<file path="src/rtl/uart_arb_pkg.sv">
// uart_arb_pkg
// Shared definitions for the UART transmit arbiter slice.
//   arb_state_t   : 3-bit FSM encoding (IDLE/LOAD/SEND/WAIT_LO/WAIT_HI)
//   BYTE_W        : width of one transmitted byte
//   DEF_MAX_BURST : default bytes per grant before forced re-arbitration
//   DEF_TIMEOUT   : default cycles to wait for the UART to take a byte
//                   (only meaningful when UART_ARB_TIMEOUT_EN is defined)
package uart_arb_pkg;

    localparam int BYTE_W        = 8;
    localparam int DEF_MAX_BURST = 16;
    localparam int DEF_TIMEOUT   = 1024;

    typedef enum logic [2:0] {
        IDLE    = 3'd0,
        LOAD    = 3'd1,
        SEND    = 3'd2,
        WAIT_LO = 3'd3,
        WAIT_HI = 3'd4
    } arb_state_t;

endpackage

</file>
<file path="src/rtl/uart_tx_arbiter_rr_pick.sv">
// rr_pick
// Combinational round-robin picker. Searches req_valid upward starting at
// last_grant+1, wrapping at NUM_REQ, and returns the first valid index.
//   req_valid  : request vector
//   last_grant : index granted most recently (lowest priority this round)
//   next_id    : chosen index (0 when nothing is valid)
//   found      : at least one request was valid
module rr_pick #(
    parameter int NUM_REQ = 4
) (
    input  logic [NUM_REQ-1:0] req_valid,
    input  logic [2:0]         last_grant,
    output logic [2:0]         next_id,
    output logic               found
);

    // Two passes instead of a modulo: first the indices above last_grant,
    // then the wrapped-around ones up to and including last_grant.
    always_comb begin
        found   = 1'b0;
        next_id = 3'd0;
        for (int i = 0; i < NUM_REQ; i++) begin
            if (!found && req_valid[i] && (i > int'(last_grant))) begin
                found   = 1'b1;
                next_id = 3'(i);
            end
        end
        for (int i = 0; i < NUM_REQ; i++) begin
            if (!found && req_valid[i] && (i <= int'(last_grant))) begin
                found   = 1'b1;
                next_id = 3'(i);
            end
        end
    end

endmodule

</file>
<file path="src/rtl/uart_tx_arbiter.sv">
// uart_tx_arbiter
// Shares one UART transmitter between NUM_REQ byte-stream requesters with
// round-robin arbitration at message granularity. A grant lasts until the
// owner's last byte or MAX_BURST bytes, whichever comes first.
//   clk, rst_n         : clock, asynchronous active-low reset
//   req_valid/req_data/req_last/req_ready : per-requester byte handshake
//   uart_data_in, uart_data_in_en, uart_data_in_rdy : transmitter handshake
//   grant_valid, grant_id : current owner
//   busy               : FSM not in IDLE
//   err_timeout        : sticky timeout flag
// Optional feature: define UART_ARB_TIMEOUT_EN to abandon a byte the UART
// has not taken within TIMEOUT cycles. Without it err_timeout is tied low.
module uart_tx_arbiter
    import uart_arb_pkg::*;
#(
    parameter int NUM_REQ   = 4,
    parameter int MAX_BURST = DEF_MAX_BURST,
    parameter int TIMEOUT   = DEF_TIMEOUT
) (
    input  logic                      clk,
    input  logic                      rst_n,
    input  logic [NUM_REQ-1:0]        req_valid,
    input  logic [BYTE_W*NUM_REQ-1:0] req_data,
    input  logic [NUM_REQ-1:0]        req_last,
    output logic [NUM_REQ-1:0]        req_ready,
    output logic [BYTE_W-1:0]         uart_data_in,
    output logic                      uart_data_in_en,
    input  logic                      uart_data_in_rdy,
    output logic                      grant_valid,
    output logic [2:0]                grant_id,
    output logic                      busy,
    output logic                      err_timeout
);

    arb_state_t        state;
    logic [2:0]        last_grant;
    logic [7:0]        burst_cnt;
    logic              last_q;
    logic              sel_valid;
    logic              sel_last;
    logic [BYTE_W-1:0] sel_data;
    logic [2:0]        pick_id;
    logic              pick_found;

`ifdef UART_ARB_TIMEOUT_EN
    logic [15:0]       to_cnt;
`endif

    rr_pick #(
        .NUM_REQ(NUM_REQ)
    ) u_rr_pick (
        .req_valid (req_valid),
        .last_grant(last_grant),
        .next_id   (pick_id),
        .found     (pick_found)
    );

    // Owner's lane, and a ready that only the owner can ever see.
    always_comb begin
        sel_valid = 1'b0;
        sel_last  = 1'b0;
        sel_data  = '0;
        req_ready = '0;
        for (int i = 0; i < NUM_REQ; i++) begin
            if (grant_id == 3'(i)) begin
                sel_valid = req_valid[i];
                sel_last  = req_last[i];
                sel_data  = req_data[i*BYTE_W +: BYTE_W];
            end
            req_ready[i] = (state == LOAD) && (grant_id == 3'(i)) &&
                           req_valid[i] && uart_data_in_rdy;
        end
    end

    assign busy = (state != IDLE);

    always_ff @(posedge clk or negedge rst_n) begin
        if (!rst_n) begin
            state           <= IDLE;
            uart_data_in    <= '0;
            uart_data_in_en <= 1'b0;
            grant_valid     <= 1'b0;
            grant_id        <= 3'd0;
            last_grant      <= 3'(NUM_REQ - 1);
            burst_cnt       <= 8'd0;
            last_q          <= 1'b0;
`ifdef UART_ARB_TIMEOUT_EN
            to_cnt          <= 16'd0;
            err_timeout     <= 1'b0;
`endif
        end else begin
            case (state)
                IDLE: begin
                    if (pick_found) begin
                        grant_id    <= pick_id;
                        grant_valid <= 1'b1;
                        burst_cnt   <= 8'd0;
                        state       <= LOAD;
                    end
                end
                // An owner that pauses keeps the grant: messages are atomic.
                LOAD: begin
                    if (sel_valid && uart_data_in_rdy) begin
                        uart_data_in    <= sel_data;
                        last_q          <= sel_last;
                        uart_data_in_en <= 1'b1;
                        state           <= SEND;
                    end
                end
                SEND: begin
                    uart_data_in_en <= 1'b0;
`ifdef UART_ARB_TIMEOUT_EN
                    to_cnt          <= 16'd0;
`endif
                    state           <= WAIT_LO;
                end
                // The falling edge of rdy is the UART's acknowledgement.
                WAIT_LO: begin
`ifdef UART_ARB_TIMEOUT_EN
                    if (!uart_data_in_rdy) begin
                        state <= WAIT_HI;
                    end else if (to_cnt == 16'(TIMEOUT - 1)) begin
                        err_timeout <= 1'b1;
                        last_grant  <= grant_id;
                        grant_valid <= 1'b0;
                        state       <= IDLE;
                    end else begin
                        to_cnt <= to_cnt + 16'd1;
                    end
`else
                    if (!uart_data_in_rdy) begin
                        state <= WAIT_HI;
                    end
`endif
                end
                WAIT_HI: begin
                    if (uart_data_in_rdy) begin
                        burst_cnt <= burst_cnt + 8'd1;
                        if (last_q || (burst_cnt == 8'(MAX_BURST - 1))) begin
                            last_grant  <= grant_id;
                            grant_valid <= 1'b0;
                            state       <= IDLE;
                        end else begin
                            state <= LOAD;
                        end
                    end
                end
                default: state <= IDLE;
            endcase
        end
    end

`ifndef UART_ARB_TIMEOUT_EN
    assign err_timeout = 1'b0;
`endif

endmodule

</file>
<file path="config.mk">
export PLATFORM = sky130hd
export DESIGN_NAME = uart_tx_arbiter
export DESIGN_NICKNAME = d
export VERILOG_FILES = /design/src/rtl/uart_arb_pkg.sv /design/src/rtl/uart_tx_arbiter_rr_pick.sv /design/src/rtl/uart_tx_arbiter.sv
export SDC_FILE = /design/constraint.sdc
export NUM_CORES = 1
export LEC_CHECK = 0
export ABC_AREA = 1
export BUFFER_PORTS_ARGS = -buffer_cell sky130_fd_sc_hd__buf_4
export CAP_MARGIN = 20
export CORE_MARGIN = 1.5
export CORE_UTILIZATION = 54
export DETAILED_ROUTE_END_ITERATION = 16
export GPL_ROUTABILITY_DRIVEN = 0
export PLACE_DENSITY = 0.84
export REMOVE_ABC_BUFFERS = 1
export SLEW_MARGIN = 20
export SYNTH_ARGS = -nofsm -noshare
export SYNTH_HDL_FRONTEND = slang
export SYNTH_HIERARCHICAL = 1
export SYNTH_SLANG_ARGS = --single-unit
export TNS_END_PERCENT = 30
</file>
<file path="constraint.sdc">
create_clock -name clk -period 2.9 [get_ports clk]
set_input_delay 0.435 -clock clk [delete_from_list [all_inputs] [get_ports clk]]
set_output_delay 0.435 -clock clk [all_outputs]
set_load 0.01 [all_outputs]
</file>
# After elaboration in Yosys (flattened, before gate mapping)
# Cells that the tools add are included.
word_totals:
  register_bits: 28
  input_bits: 43
  output_inout_bits: 19
  word_cells: 113
classes:
  add_sub_neg: 1
  magnitude_cmp: 6
  eq_ne: 13
  mux: 41
  n_reduce_logical: 44
ops:
  columns: ["operator", "n"]
  rows:
  - ["$mux 8", 6]
  - ["$mux 3", 10]
  - ["$logic_and 1x1->1", 25]
  - ["$mux 1", 21]
  - ["$pmux 8 s2", 1]
  - ["$pmux 3 s5", 1]
  - ["$eq 3x2->1 const B", 4]
  - ["$add 8x1->8 const B", 1]
  - ["$eq 8x4->1 const B", 1]
  - ["$ne 2x2->1 const B", 4]
  - ["$reduce_and 4->1", 2]
  - ["$eq 3x1->1 const B", 2]
  - ["$gt 2x3->1 const A", 2]
  - ["$le 2x3->1 const A", 2]
  - ["$logic_not 1->1", 6]
  - ["$logic_not 3->1", 2]
  - ["$reduce_and 2->1", 3]
  - ["$reduce_and 3->1", 2]
  - ["$pmux 1 s2", 2]
  - ["$reduce_bool 2->1", 2]
  - ["$eq 3x3->1 const B", 1]
  - ["$gt 1x3->1 const A", 1]
  - ["$le 1x3->1 const A", 1]
  - ["$reduce_bool 3->1", 1]
  - ["2 further kinds", 2]

# Depth between registers and ports, before layout
logic_depth:
  depth_word: 28
  mapped_depth: 11
  ltp_nobuf: 11

# By module
# Netlist, hierarchy kept.
modules_own_cells:
  columns: ["mod", "instances", "cells_per_inst", "area_per_inst_um2", "seq_area_each_um2"]
  rows:
  - ["uart_tx_arbiter", 1, 220, 1631.6, 703.2]
  - ["rr_pick", 1, 26, 126.4, 0.0]

# Worst setup path after synthesis
# OpenSTA, ideal clock, no wires.
synth_path:
  kind: "flip-flop to flip-flop"
  from: "reg last_grant[1]"
  to: "reg burst_cnt[3]"
  setup_time_ns: 0.120
  arrival_ns: 1.536
  required_time_ns: 2.780
  path_slack_ns: 1.244
  path_stages_with_launch: 12
  n_path_buf: 0
  synth_period_minus_slack_ns: 1.656
  path_cell_list: "dfstp_2 a21oi_1 nand2_1 nand4_1 nor2_2 nand2_2 nand2_1 nand3_1 nand2_4 nand2_2 xor2_1 nor2_1"
synth_via:
  elab_chain_len: 28
  word_cells_on_any_way: 33
  classes_between: "order compare (6); eq/ne (1); mux (7); reduce/logical (19)"
synth_rtl:
  columns: ["item", "line", "rtl"]
  rows:
  - ["from (decl)", "uart_tx_arbiter.sv:36", "logic [2:0] last_grant;"]
  - ["from (signal assigned)", "uart_tx_arbiter.sv:84", "last_grant <= 3'(NUM_REQ - 1);"]
  - ["from (signal assigned)", "uart_tx_arbiter.sv:140", "last_grant <= grant_id;"]
  - ["$gt 1x3->1", "uart_tx_arbiter_rr_pick.sv:23", "if (!found && req_valid[i] && (i > int'(last_grant))) begin"]
  - ["$logic_and 1x1->1", "uart_tx_arbiter_rr_pick.sv:23", null]
  - ["$mux 1", "uart_tx_arbiter_rr_pick.sv:23", null]
  - ["$logic_not 1->1", "uart_tx_arbiter_rr_pick.sv:23", null]
  - ["$logic_and 1x1->1 (2 in a row)", "uart_tx_arbiter_rr_pick.sv:23", null]
  - ["$mux 1", "uart_tx_arbiter_rr_pick.sv:23", null]
  - ["$logic_not 1->1", "uart_tx_arbiter_rr_pick.sv:23", null]
  - ["$logic_and 1x1->1 (2 in a row)", "uart_tx_arbiter_rr_pick.sv:23", null]
  - ["(+9 left out)", null, null]
  - ["$logic_and 1x1->1 (2 in a row)", "uart_tx_arbiter_rr_pick.sv:29", "if (!found && req_valid[i] && (i <= int'(last_grant))) begin"]
  - ["$mux 1", "uart_tx_arbiter_rr_pick.sv:29", null]
  - ["$logic_not 1->1", "uart_tx_arbiter_rr_pick.sv:29", null]
  - ["$logic_and 1x1->1 (2 in a row)", "uart_tx_arbiter_rr_pick.sv:29", null]
  - ["$mux 1 (*)", "uart_tx_arbiter_rr_pick.sv:29", null]
  - ["named net pick_found", "uart_tx_arbiter.sv:43", "logic pick_found;"]
  - ["$ne 2x2->1 (no line) (*)", null, null]
  - ["$reduce_and 3->1 (no line) (*)", null, null]
  - ["to (signal assigned)", "uart_tx_arbiter.sv:138", "burst_cnt <= burst_cnt + 8'd1;"]
  - ["to (decl)", "uart_tx_arbiter.sv:37", "logic [7:0] burst_cnt;"]
# The timed path passes the listed nets; every way through them passes the cells marked *.
# A chain may end at the register's enable or synchronous reset.

# Worst setup path in the final report
layout_path:
  from: "reg grant_id[2]"
  to: "out req_ready[1]"
layout_via:
  elab_chain_len: 4
layout_rtl:
  columns: ["item", "line", "rtl"]
  rows:
  - ["from (decl)", "uart_tx_arbiter.sv:30", "output logic [2:0] grant_id,"]
  - ["from (signal assigned)", "uart_tx_arbiter.sv:95", "grant_id <= pick_id;"]
  - ["$eq 3x1->1", "uart_tx_arbiter.sv:70", "req_ready[i] = (state == LOAD) && (grant_id == 3'(i)) &&"]
  - ["$logic_and 1x1->1 (2 in a row)", "uart_tx_arbiter.sv:70", null]
  - ["$logic_and 1x1->1", "uart_tx_arbiter.sv:71", "req_valid[i] && uart_data_in_rdy;"]
  - ["to (decl)", "uart_tx_arbiter.sv:25", "output logic [NUM_REQ-1:0] req_ready,"]
# No other way between the ends.

==> Flow_metrics.wiki <==
{| class="wikitable"
! Metric !! Value
|-
| Final non-filler cell total || 349
|-
| Pin count of the biggest net entering global routing || 29
|-
| Clock tree from TritonCTS || yes
|-
| Sequential-to-total area share from yosys stat || 40.0%
|-
| DIE AREA || approximately 3600 µm²
|-
| Post-CTS Resized || 0
|-
| Worst clock skew on the final layout || between 0.01 and 0.015 ns
|-
| Post-place setup slack || a little over 0.9 ns
|-
| Maximum Capacitance Violations || 0
|-
| Setup slack, reg-to-reg || between 0.8 and 0.9 ns
|-
| Netlist area before placement || 1760 µm²
|-
| CTS Hold Bufs || 1
|-
| Maximum fanout count along the critical path || 13
|-
| Standard cell with the maximum stage delay on the critical path || dfrtp_1
|-
| Arrival time reported for the critical path endpoint || approximately 1.7 ns
|-
| Final period util || 73.6%
|-
| Drt wl/cell || 12.9 µm
|-
| Pin slew with the least headroom to its limit || roughly 0.6 ns
|-
| Crit path launch || grant_id[2]
|-
| Max-slew violation count || 0
|-
| Syn. warnings || 6
|-
| Top library cells by usage in the layout, fill and taps aside || 90 x nand2_1, 60 x buf_4, 28 x nand4_1
|-
| Cells traversed along the worst timing path || inv_1 -> nand4_1 -> nor2_1 -> buf_4
|-
| Post-DP HPWL || 3470 µm
|-
| Post-route setup TNS || 0 ns
|-
| Global-route wire length before repair || about 7600 µm
|-
| Time the final worst path needs with I/O delays and setup || 2.14 ns
|-
| Number of nets with antenna violations after routing || 0
|-
| Post-detailed-route via-to-cell ratio || 5.19
|-
| Instance count of the mapped netlist || around 250
|-
| Count of endpoints failing setup in the final report || 0
|-
| Final Net Count || 350
|-
| # port buffers || 60
|-
| Worst hold path class || input pin to flop
|-
| Unrepaired setup endpoints after global routing || no
|-
| Die X-Extent || 60.1 µm
|-
| Most frequent standard cell in the layout excluding fill and tap cells || nand2_1
|-
| Final count of hold timing violations || 0
|-
| First-pass DRT Iterations || 4
|-
| Mapped Avg Cell Area || 7.15 µm²
|-
| Clock latency of the later-clocked register in the worst-skew pair || roughly 0.34 ns
|-
| Static Leakage || about 1.2 nW
|-
| Routed Wire Length || 4510 µm
|-
| Max Buffers Root-to-Sink || 2
|-
| Remaining design rule violation count || 0
|-
| Number of setup buffers added after CTS || 0
|-
| Area Growth Syn to Fin || 28.4%
|-
| Startpoint type of the worst setup path || flop
|-
| Placement Rows || 20
|-
| Count of clock tree sinks || 28
|-
| Min setup slack post-route || 0.765 ns
|-
| Global router's overall resource usage || 27.7%
|-
| Antenna cells || 0
|-
| Worst slew slack as a fraction of its limit || 59.2%
|-
| Die height || 60.1 µm
|-
| Critical R2R Capture || uart_data_in[0]
|-
| Num CTS Buffers || 3
|-
| Crit Reg-Reg Startpoint || grant_id[1]
|-
| Req. time, crit path || ~2.5 ns
|-
| Highest clock frequency the design can meet || 468 MHz
|-
| Max incr delay on CP || roughly 0.46 ns
|-
| Unique masters post-synth || 30
|-
| Iteration-0 DRC Markers || 93
|-
| Fraction of post-synthesis cell area in the top cell type by area || 37.0%
|-
| Cell taking the most area after synthesis || dfrtp_1
|-
| Number of antenna violations at the first check in global routing || 0
|-
| Biggest area contributors in the synthesized netlist || dfrtp_1 37%, nand2_1 19%, nand4_1 10%
|-
| PnR Total Power || approximately 0.0018 W
|-
| Critical Path End || req_ready[1]
|-
| Setup crit end kind || output pin
|-
| Highest ir drop seen on vdd || 0.000536 V
|-
| Maximum level of the CTS H-tree || 1
|-
| Logic depth of the worst register-to-register path || 7
|-
| Power density cells || 802 nW/µm²
|-
| Placed cells || 344
|-
| Initial core utilization || between 50% and 60%
|-
| Count of vias placed by the detailed router || 1,812
|-
| Synth Register Bits || 28
|-
| Total gr overflow || 0
|-
| CTS clock-pin slew for the worst setup and hold paths || about 0.15 ns
|-
| Core Region || 3080 µm²
|-
| Root buffer selected by CTS || clkbuf_4
|-
| IO Count || 62
|-
| Layout cell share with drive strength beyond 1 || 27.5%
|-
| Number of global-route vias before repair || 1,673
|-
| Start-to-end type of the worst setup path || flop to output pin
|-
| Run status || complete, no violations
|}
==> where the power goes <==
part,internal [W],switching (W),total [W]
Clock,0.0000541,0.000116,0.000170
Combinational,0.000372,0.000593,0.000965
Sequential,0.000522,0.000154,0.000676
Total,0.000948,0.000862,0.00181
==> through the flow <==
step / instance area, µm² / hold slack (ns) / util, %
finish: 2260 / 0.381 / 73.3
global route: 2260 / 0.394 / 73.3
CTS: 2260 / 0.377 / 73.3
detailed placement: 2220 / 0.375 / 72.2
global placement: 2220 / 0.374 / 72.2
floorplan: 1720 / 0.139 / -
==> routing by layer <==
layer,global-route usage (%),wire length (µm),vias to the layer above
li1,-,-,921
met1,39.8,2160,859
met2,43.9,2210,30
met3,4.33,122,2
met4,6.03,21,0
met5,0,0,-
==> worst max-delay path: cells and delay by family (launching register included) <==
family,cells,cell delay (ns)
buffers and inverters,2,0.49
DFF,1,0.46
and+or+nand+nor,2,0.42
==> area by class of cell <==
| class | instances | area, µm² |
|---|---|---|
| clock buffer | 4 | 26.3 |
| fill | 259 | 821 |
| tap | 44 | 55.1 |
| timing repair buffer | 61 | 460 |
| inverter | 24 | 90.1 |
| sequential | 28 | 703 |
| multi-input combinational | 188 | 922 |
==> how the worst min path moves through the flow <==
| stage | start | end | slack (ns) | cells after the start |
|---|---|---|---|---|
| after floorplan | rst_n | burst_cnt[0] | 0.14 | 0 |
| final | req_data[21] | uart_data_in[5] | 0.38 | 5 |
| after global placement | rst_n | grant_valid | 0.37 | 1 |
| after detailed placement | rst_n | grant_valid | 0.38 | 1 |
| after global routing | req_data[21] | uart_data_in[5] | 0.39 | 5 |
| after CTS | req_data[21] | uart_data_in[5] | 0.38 | 5 |
==> logic make-up after synthesis <==
family | count (synthesis) | synth area share (%)
DFF | 28 | 40.0
xor gates and xnor gates | 3 | 1.49
AOI/OAI and AO/OA | 17 | 5.12
buffers and inverters | 30 | 7.54
adders and majority gates | 1 | 0.712
other | 2 | 0.427
and+or+nand+nor | 165 | 44.7
==> state kept, by name, indices dropped and copies added (netlist names) <==
signal           count
burst_cnt            8
uart_data_in         8
grant_id             3
last_grant           3
state                3
grant_valid          1
last_q               1
uart_data_in_en      1
==> cell usage after synthesis <==
master    number
nor2_2         4
inv_1         19
o21ai_1        2
nand3_2        1
buf_6          1
a21oi_1        2
nor2_1        17
ha_1           1
o21ai_0       11
buf_4          3
dfstp_2        2
nor4_1         1
conb_1         2
dfrtp_1       26
o21a_1         1
nand2_2        4
nand3b_1       1
nand3_1       11
nor3_1         3
nand2_4        2
buf_2          1
xor2_1         3
nand2_1       90
nor3_4         1
nor2_8         1
inv_2          5
a21boi_0       1
nand4_1       28
clkbuf_1       1
or2_2          1
(Power assumes the default switching activity.)
